==> config.mk <==
export PLATFORM = sky130hd
export DESIGN_NAME = keypad_answer
export DESIGN_NICKNAME = d
export VERILOG_FILES = /design/src/rtl/game_pkg.sv /design/src/rtl/row_sync.sv /design/src/rtl/keypad_answer.sv
export SDC_FILE = /design/constraint.sdc
export NUM_CORES = 1
export LEC_CHECK = 0
export BUFFER_PORTS_ARGS = -buffer_cell sky130_fd_sc_hd__buf_2
export CORE_UTILIZATION = 36
export DETAILED_ROUTE_END_ITERATION = 16
export PLACE_DENSITY = 0.59
export SLEW_MARGIN = 15
export SYNTH_ARGS = -nofsm -noshare
export SYNTH_HDL_FRONTEND = slang
export SYNTH_SLANG_ARGS = --single-unit
==> constraint.sdc <==
create_clock -name clk_fast -period 2.88 [get_ports clk_fast]
set_input_delay 0.576 -clock clk_fast [delete_from_list [all_inputs] [get_ports clk_fast]]
set_output_delay 0.576 -clock clk_fast [all_outputs]
set_load 0.02 [all_outputs]
==> src/rtl/game_pkg.sv <==
// game_pkg: shared keypad types, key map and column reset pattern.
package game_pkg;

    typedef enum logic [1:0] {SCAN, DEBOUNCE, PRESS, RELEASE} kp_state_t;

    localparam logic [3:0] COL_RESET = 4'b1110;

    localparam logic [3:0] KEY_MAP [4][4] = '{
        '{4'h1, 4'h2, 4'h3, 4'hA},
        '{4'h4, 4'h5, 4'h6, 4'hB},
        '{4'h7, 4'h8, 4'h9, 4'hC},
        '{4'h0, 4'hF, 4'hE, 4'hD}
    };

    function automatic logic [1:0] low_row(input logic [3:0] rows);
        return !rows[0] ? 2'd0 : !rows[1] ? 2'd1 : !rows[2] ? 2'd2 : 2'd3;
    endfunction

    function automatic logic multi_low(input logic [3:0] rows);
        return ($countones(~rows) > 1);
    endfunction

endpackage

==> src/rtl/row_sync.sv <==
// row_sync: 2-flop synchronizer for the active-low row lines, idle-high on restart.
module row_sync (
    input  logic       clk_fast,
    input  logic       restart,
    input  logic [3:0] d,
    output logic [3:0] q
);
    logic [3:0] meta;

    always_ff @(posedge clk_fast or posedge restart) begin
        if (restart) begin
            meta <= 4'hF;
            q    <= 4'hF;
        end else begin
            meta <= d;
            q    <= meta;
        end
    end

endmodule

==> src/rtl/keypad_answer.sv <==
// keypad_answer: scans and debounces a 4x4 pinpad, one key_valid pulse per press with answer check.
// Define GHOST_REJECT_EN to treat multiple low rows as no key.
module keypad_answer
    import game_pkg::*;
#(
    parameter int SCAN_CYCLES     = 100000,
    parameter int DEBOUNCE_CYCLES = 2000000
) (
    input  logic       clk_fast,
    input  logic       restart,
    input  logic [3:0] rows_n,
    input  logic [3:0] expected,
    output logic [3:0] col_n,
    output logic       key_valid,
    output logic [3:0] key_code,
    output logic       answer,
    output logic       key_down
);
    localparam int MAXC = (SCAN_CYCLES > DEBOUNCE_CYCLES) ? SCAN_CYCLES : DEBOUNCE_CYCLES;
    localparam int CW   = ($clog2(MAXC) < 1) ? 1 : $clog2(MAXC);
    localparam logic [CW-1:0] SCAN_LAST = CW'(SCAN_CYCLES - 1);
    localparam logic [CW-1:0] DEB_LAST  = CW'(DEBOUNCE_CYCLES - 1);

    kp_state_t     state;
    logic [3:0]    rows_s;
    logic [1:0]    col, cand_row, cand_col;
    logic [CW-1:0] scan_cnt, deb_cnt;
    logic [3:0]    code_q, press_code;
    logic          ans_q, multi, key_hit, cand_low;

    row_sync u_sync (
        .clk_fast (clk_fast),
        .restart  (restart),
        .d        (rows_n),
        .q        (rows_s)
    );

`ifdef GHOST_REJECT_EN
    assign multi = multi_low(rows_s);
`else
    assign multi = 1'b0;
`endif

    assign key_hit    = (rows_s != 4'hF) && !multi;
    assign cand_low   = !rows_s[cand_row] && !multi;
    assign press_code = KEY_MAP[cand_row][cand_col];

    always_ff @(posedge clk_fast or posedge restart) begin
        if (restart) begin
            state    <= SCAN;
            col      <= 2'd0;
            cand_row <= 2'd0;
            cand_col <= 2'd0;
            scan_cnt <= '0;
            deb_cnt  <= '0;
            code_q   <= 4'h0;
            ans_q    <= 1'b0;
        end else begin
            case (state)
                SCAN: begin
                    if (scan_cnt == SCAN_LAST) begin
                        scan_cnt <= '0;
                        if (key_hit) begin
                            state    <= DEBOUNCE;
                            cand_row <= low_row(rows_s);
                            cand_col <= col;
                            deb_cnt  <= '0;
                        end else begin
                            col <= col + 2'd1;
                        end
                    end else begin
                        scan_cnt <= scan_cnt + 1'b1;
                    end
                end
                DEBOUNCE: begin
                    if (!cand_low) begin
                        state    <= SCAN;
                        col      <= col + 2'd1;
                        scan_cnt <= '0;
                        deb_cnt  <= '0;
                    end else if (deb_cnt == DEB_LAST) begin
                        state   <= PRESS;
                        deb_cnt <= '0;
                    end else begin
                        deb_cnt <= deb_cnt + 1'b1;
                    end
                end
                PRESS: begin
                    state   <= RELEASE;
                    deb_cnt <= '0;
                    code_q  <= press_code;
                    ans_q   <= (press_code == expected);
                end
                RELEASE: begin
                    if (rows_s != 4'hF) begin
                        deb_cnt <= '0;
                    end else if (deb_cnt == DEB_LAST) begin
                        state    <= SCAN;
                        col      <= col + 2'd1;
                        scan_cnt <= '0;
                        deb_cnt  <= '0;
                    end else begin
                        deb_cnt <= deb_cnt + 1'b1;
                    end
                end
                default: state <= SCAN;
            endcase
        end
    end

    // key_code/answer bypass the holding registers during PRESS so they are valid with the pulse
    assign col_n     = ~((~COL_RESET) << col);
    assign key_valid = (state == PRESS);
    assign key_code  = key_valid ? press_code : code_q;
    assign answer    = key_valid ? (press_code == expected) : ans_q;
    assign key_down  = (state != SCAN);

endmodule

==> impl_metrics.env <==
export IMPL_rows=35
export IMPL_cts_buffer_depth=2
export IMPL_rsz0062_at_grt="yes"
export IMPL_final_nets=422
export IMPL_cts_tree="built"
export IMPL_overflow=0
export IMPL_die_height_um=101.2
export IMPL_hpwl_um=5398
export IMPL_ir_drop_v=0.0001964
export IMPL_yosysWarningCount=0
export IMPL_p_leak_nw=1.678
export IMPL_cts_made_buffers=9
export IMPL_hold_violations=0
export IMPL_fin_total_pwr_mw=1.738
export IMPL_core_area_um2=9371
export IMPL_die_x_um=101.2
export IMPL_slew_viol_final=0
export IMPL_yosys_most_used_dff="dfrtp_1"
export IMPL_ant_nets=0
export IMPL_route_detailed_drc=0
export IMPL_gp_congestion=0.8526
export IMPL_dr_pass1_iters=4
export IMPL_fin_crit_ns=2.798
export IMPL_power_density_nw_per_um2=427.1
export IMPL_routed_wl_um=7660
export IMPL_syn_avg_cell_area_um2=9.503
export IMPL_async_flop_share_pct=100.0
export IMPL_cts_hold_buf=0
export IMPL_synth_seq_cells=63
export IMPL_start_kind="register"
export IMPL_syn_cell_area_um2=3545
export IMPL_maxSlewHeadroom_pct=50.14
export IMPL_initial_core_util_pct=37.82
export IMPL_cap_violations=0
export IMPL_worst_setup_path_end_kind="output port"
export IMPL_vias_per_cell=5.460
export IMPL_period_share_pct=97.14
export IMPL_drt_iter0_drc=134
export IMPL_clk_pin_slew_ns=0.07
export IMPL_grt_pass1_vias=2745
export IMPL_synth_edf_count=0
export IMPL_hold_class="input pin to async pin"
export IMPL_finalSetupViolCount=0
export IMPL_whs_ns=0.1296
export IMPL_register_area_um2=1588
export IMPL_ioPinCount=21
export IMPL_antenna_found_initial=0
export IMPL_synthCells=373
export IMPL_crit_fanout=7
export IMPL_fillers=937
export IMPL_drive_gt1_share_pct=20.10
export IMPL_htreeDepth=3
export IMPL_postSynthNetCount=392
export IMPL_worstMarginPinSlew_ns=0.7479
export IMPL_io_buffer_count=20
export IMPL_critPathRequiredTime_ns=2.30
export IMPL_die_area_um2=10250
export IMPL_syn_to_final_growth_pct=14.79
export IMPL_synth_cell_types=54
export IMPL_run_status="finished clean"
export IMPL_max_freq_ghz=0.3575
export IMPL_multi_input_area_um2=1828
export IMPL_grtUsageTotal_pct=16.68
export IMPL_n_antenna_cell=0
export IMPL_grt_pass1_wl_um=13250
export IMPL_num_vias=2932
export IMPL_ys_seq_area_share_pct=44.76
export IMPL_cp_arrival_ns=2.22
export IMPL_clock_skew_final_ns=0.009692
export IMPL_clk_latency_ns=0.35
export IMPL_grt_max_degree=34
export IMPL_wire_per_inst_um=14.26
export IMPL_clock_sinks=63
export IMPL_worstSetupPathType="register to output port"
export IMPL_cts_root_buf="clkbuf_8"
area by class of cell:
class / count / area share, %
multi-input cells: 274 / 44.93
well taps: 129 / 3.967
flip-flops and latches: 63 / 39.02
inverters: 22 / 2.030
clock inverters: 3 / 0.9840
repair buffers: 33 / 4.920
clock buffers: 13 / 4.151
report_power, final:
part | internal [mW] | total [mW] | switching (mW)
Clock | 0.468 | 0.805 | 0.337
Sequential | 0.895 | 0.899 | 0.00385
Combinational | 0.00970 | 0.0335 | 0.0238
logic make-up after synthesis:
group           count (synthesis)  share of synthesized area (%)
compound gates                 86                          15.64
xor+xnor                        6                          1.483
fa+ha+maj                      10                          3.459
buf+inv                        36                          4.095
flops                          63                          44.76
mux                            19                          6.354
simple gates                  153                          24.21
metal layers:
layer  wire [µm]  GRT usage, %
met5           0             0
met4         107         6.132
met3         296         4.555
met2        3601         25.95
met1        3655         22.24
what timing repair did:
item                       4_1_cts  5_1_grt
buffers inserted                 1        2
pin swaps                        0        0
resized for setup                3        2
setup endpoints to repair        1        1
cell usage after synthesis (3+ instances only):
library cell / instances / area, µm²
mux2_2: 8 / 90.09
mux2i_1: 9 / 90.09
nor2b_1: 3 / 18.77
and2_1: 3 / 18.77
inv_1: 22 / 82.58
nand3_1: 33 / 165.2
nand2_1: 32 / 120.1
a22o_1: 6 / 52.55
or4_1: 3 / 22.52
and3_1: 7 / 43.79
a21oi_1: 27 / 135.1
a31oi_1: 5 / 31.28
nor3_1: 7 / 35.03
or4b_1: 4 / 40.04
nand4_1: 12 / 75.07
nor2_1: 17 / 63.81
or3_1: 9 / 56.30
dfstp_2: 8 / 210.2
clkbuf_1: 10 / 37.54
o31ai_1: 5 / 37.54
ha_1: 9 / 112.6
nor4_1: 5 / 31.28
o41ai_1: 3 / 26.28
nand2b_1: 4 / 25.02
o21ai_0: 22 / 110.1
xor2_1: 4 / 35.03
a21o_1: 5 / 37.54
dfrtp_1: 55 / 1376
flip-flops by register name, summed over array words and instances (netlist names), named ones only:
signal       flops
scan_cnt        21
deb_cnt         21
cand_col         2
state            1
cand_row         2
u_sync.q         4
code_q           4
u_sync.meta      4
col              2
ans_q            1
cells in the final DEF (no fill, tap or decap), types with 5 or more instances in the layout:
cell type  netlist  routed
inv_1           22      19
a21oi_1         27      26
a21o_1           5       5
o21ai_0         22      22
buf_2            2      19
mux2i_1          9       9
mux2_2           8       8
dfrtp_1         55      54
ha_1             9       9
nor3_1           7       7
buf_4            0      14
or3_1            9       9
a22o_1           6       6
nand2_1         32      32
nand4_1         12      12
clkbuf_8         0      12
and3_1           7       7
nor2_1          17      17
dfstp_2          8       8
nor4_1           5       5
nand3_1         33      33
stage by stage:
step / setup slack [ns] / TNS [ns] / cell area (µm²) / utilization (%) / instances
after floorplan: 0.2893 / 0 / 3545 / - / 373
after global placement: 0.3793 / 0 / 3825 / 40.81 / 518
after detailed placement: 0.3155 / 0 / 3829 / 40.85 / 518
after CTS: 0.04123 / 0 / 4054 / 43.26 / 535
after global routing: -0.06576 / -0.06576 / 4069 / 43.42 / 537
final: 0.08243 / 0 / 4069 / 43.42 / 537
worst max-delay path, cell delays in order (launching register included):
cell     delay (ns)
dfrtp_2        0.45
buf_4          0.15
ha_1           0.16
mux4_2         0.47
xor2_1         0.15
nand3_1        0.10
o31ai_2        0.21
buf_4          0.18
worst paths after layout:
check / from / to / slack (ns) / depth (start not counted)
setup / recovery: cand_row[1]$_DFFE_PP0P_ / answer / 0.08 / 7
hold / removal: restart / scan_cnt[17]$_DFFE_PP0P_ / 0.13 / 2
setup reg to reg: scan_cnt[5]$_DFFE_PP0P_ / deb_cnt[11]$_DFFE_PP0P_ / 0.33 / 5
hold reg to reg: u_sync.meta[0]$_DFF_PP1_ / u_sync.q[0]$_DFF_PP1_ / 0.35 / 0
max in group asynchronous: restart / u_sync.meta[1]$_DFF_PP1_ / 2.04 / 3
min in group clk_fast: rows_n[3] / u_sync.meta[3]$_DFF_PP1_ / 0.32 / 1
No activity file was read; power rests on OpenSTA's default activity.
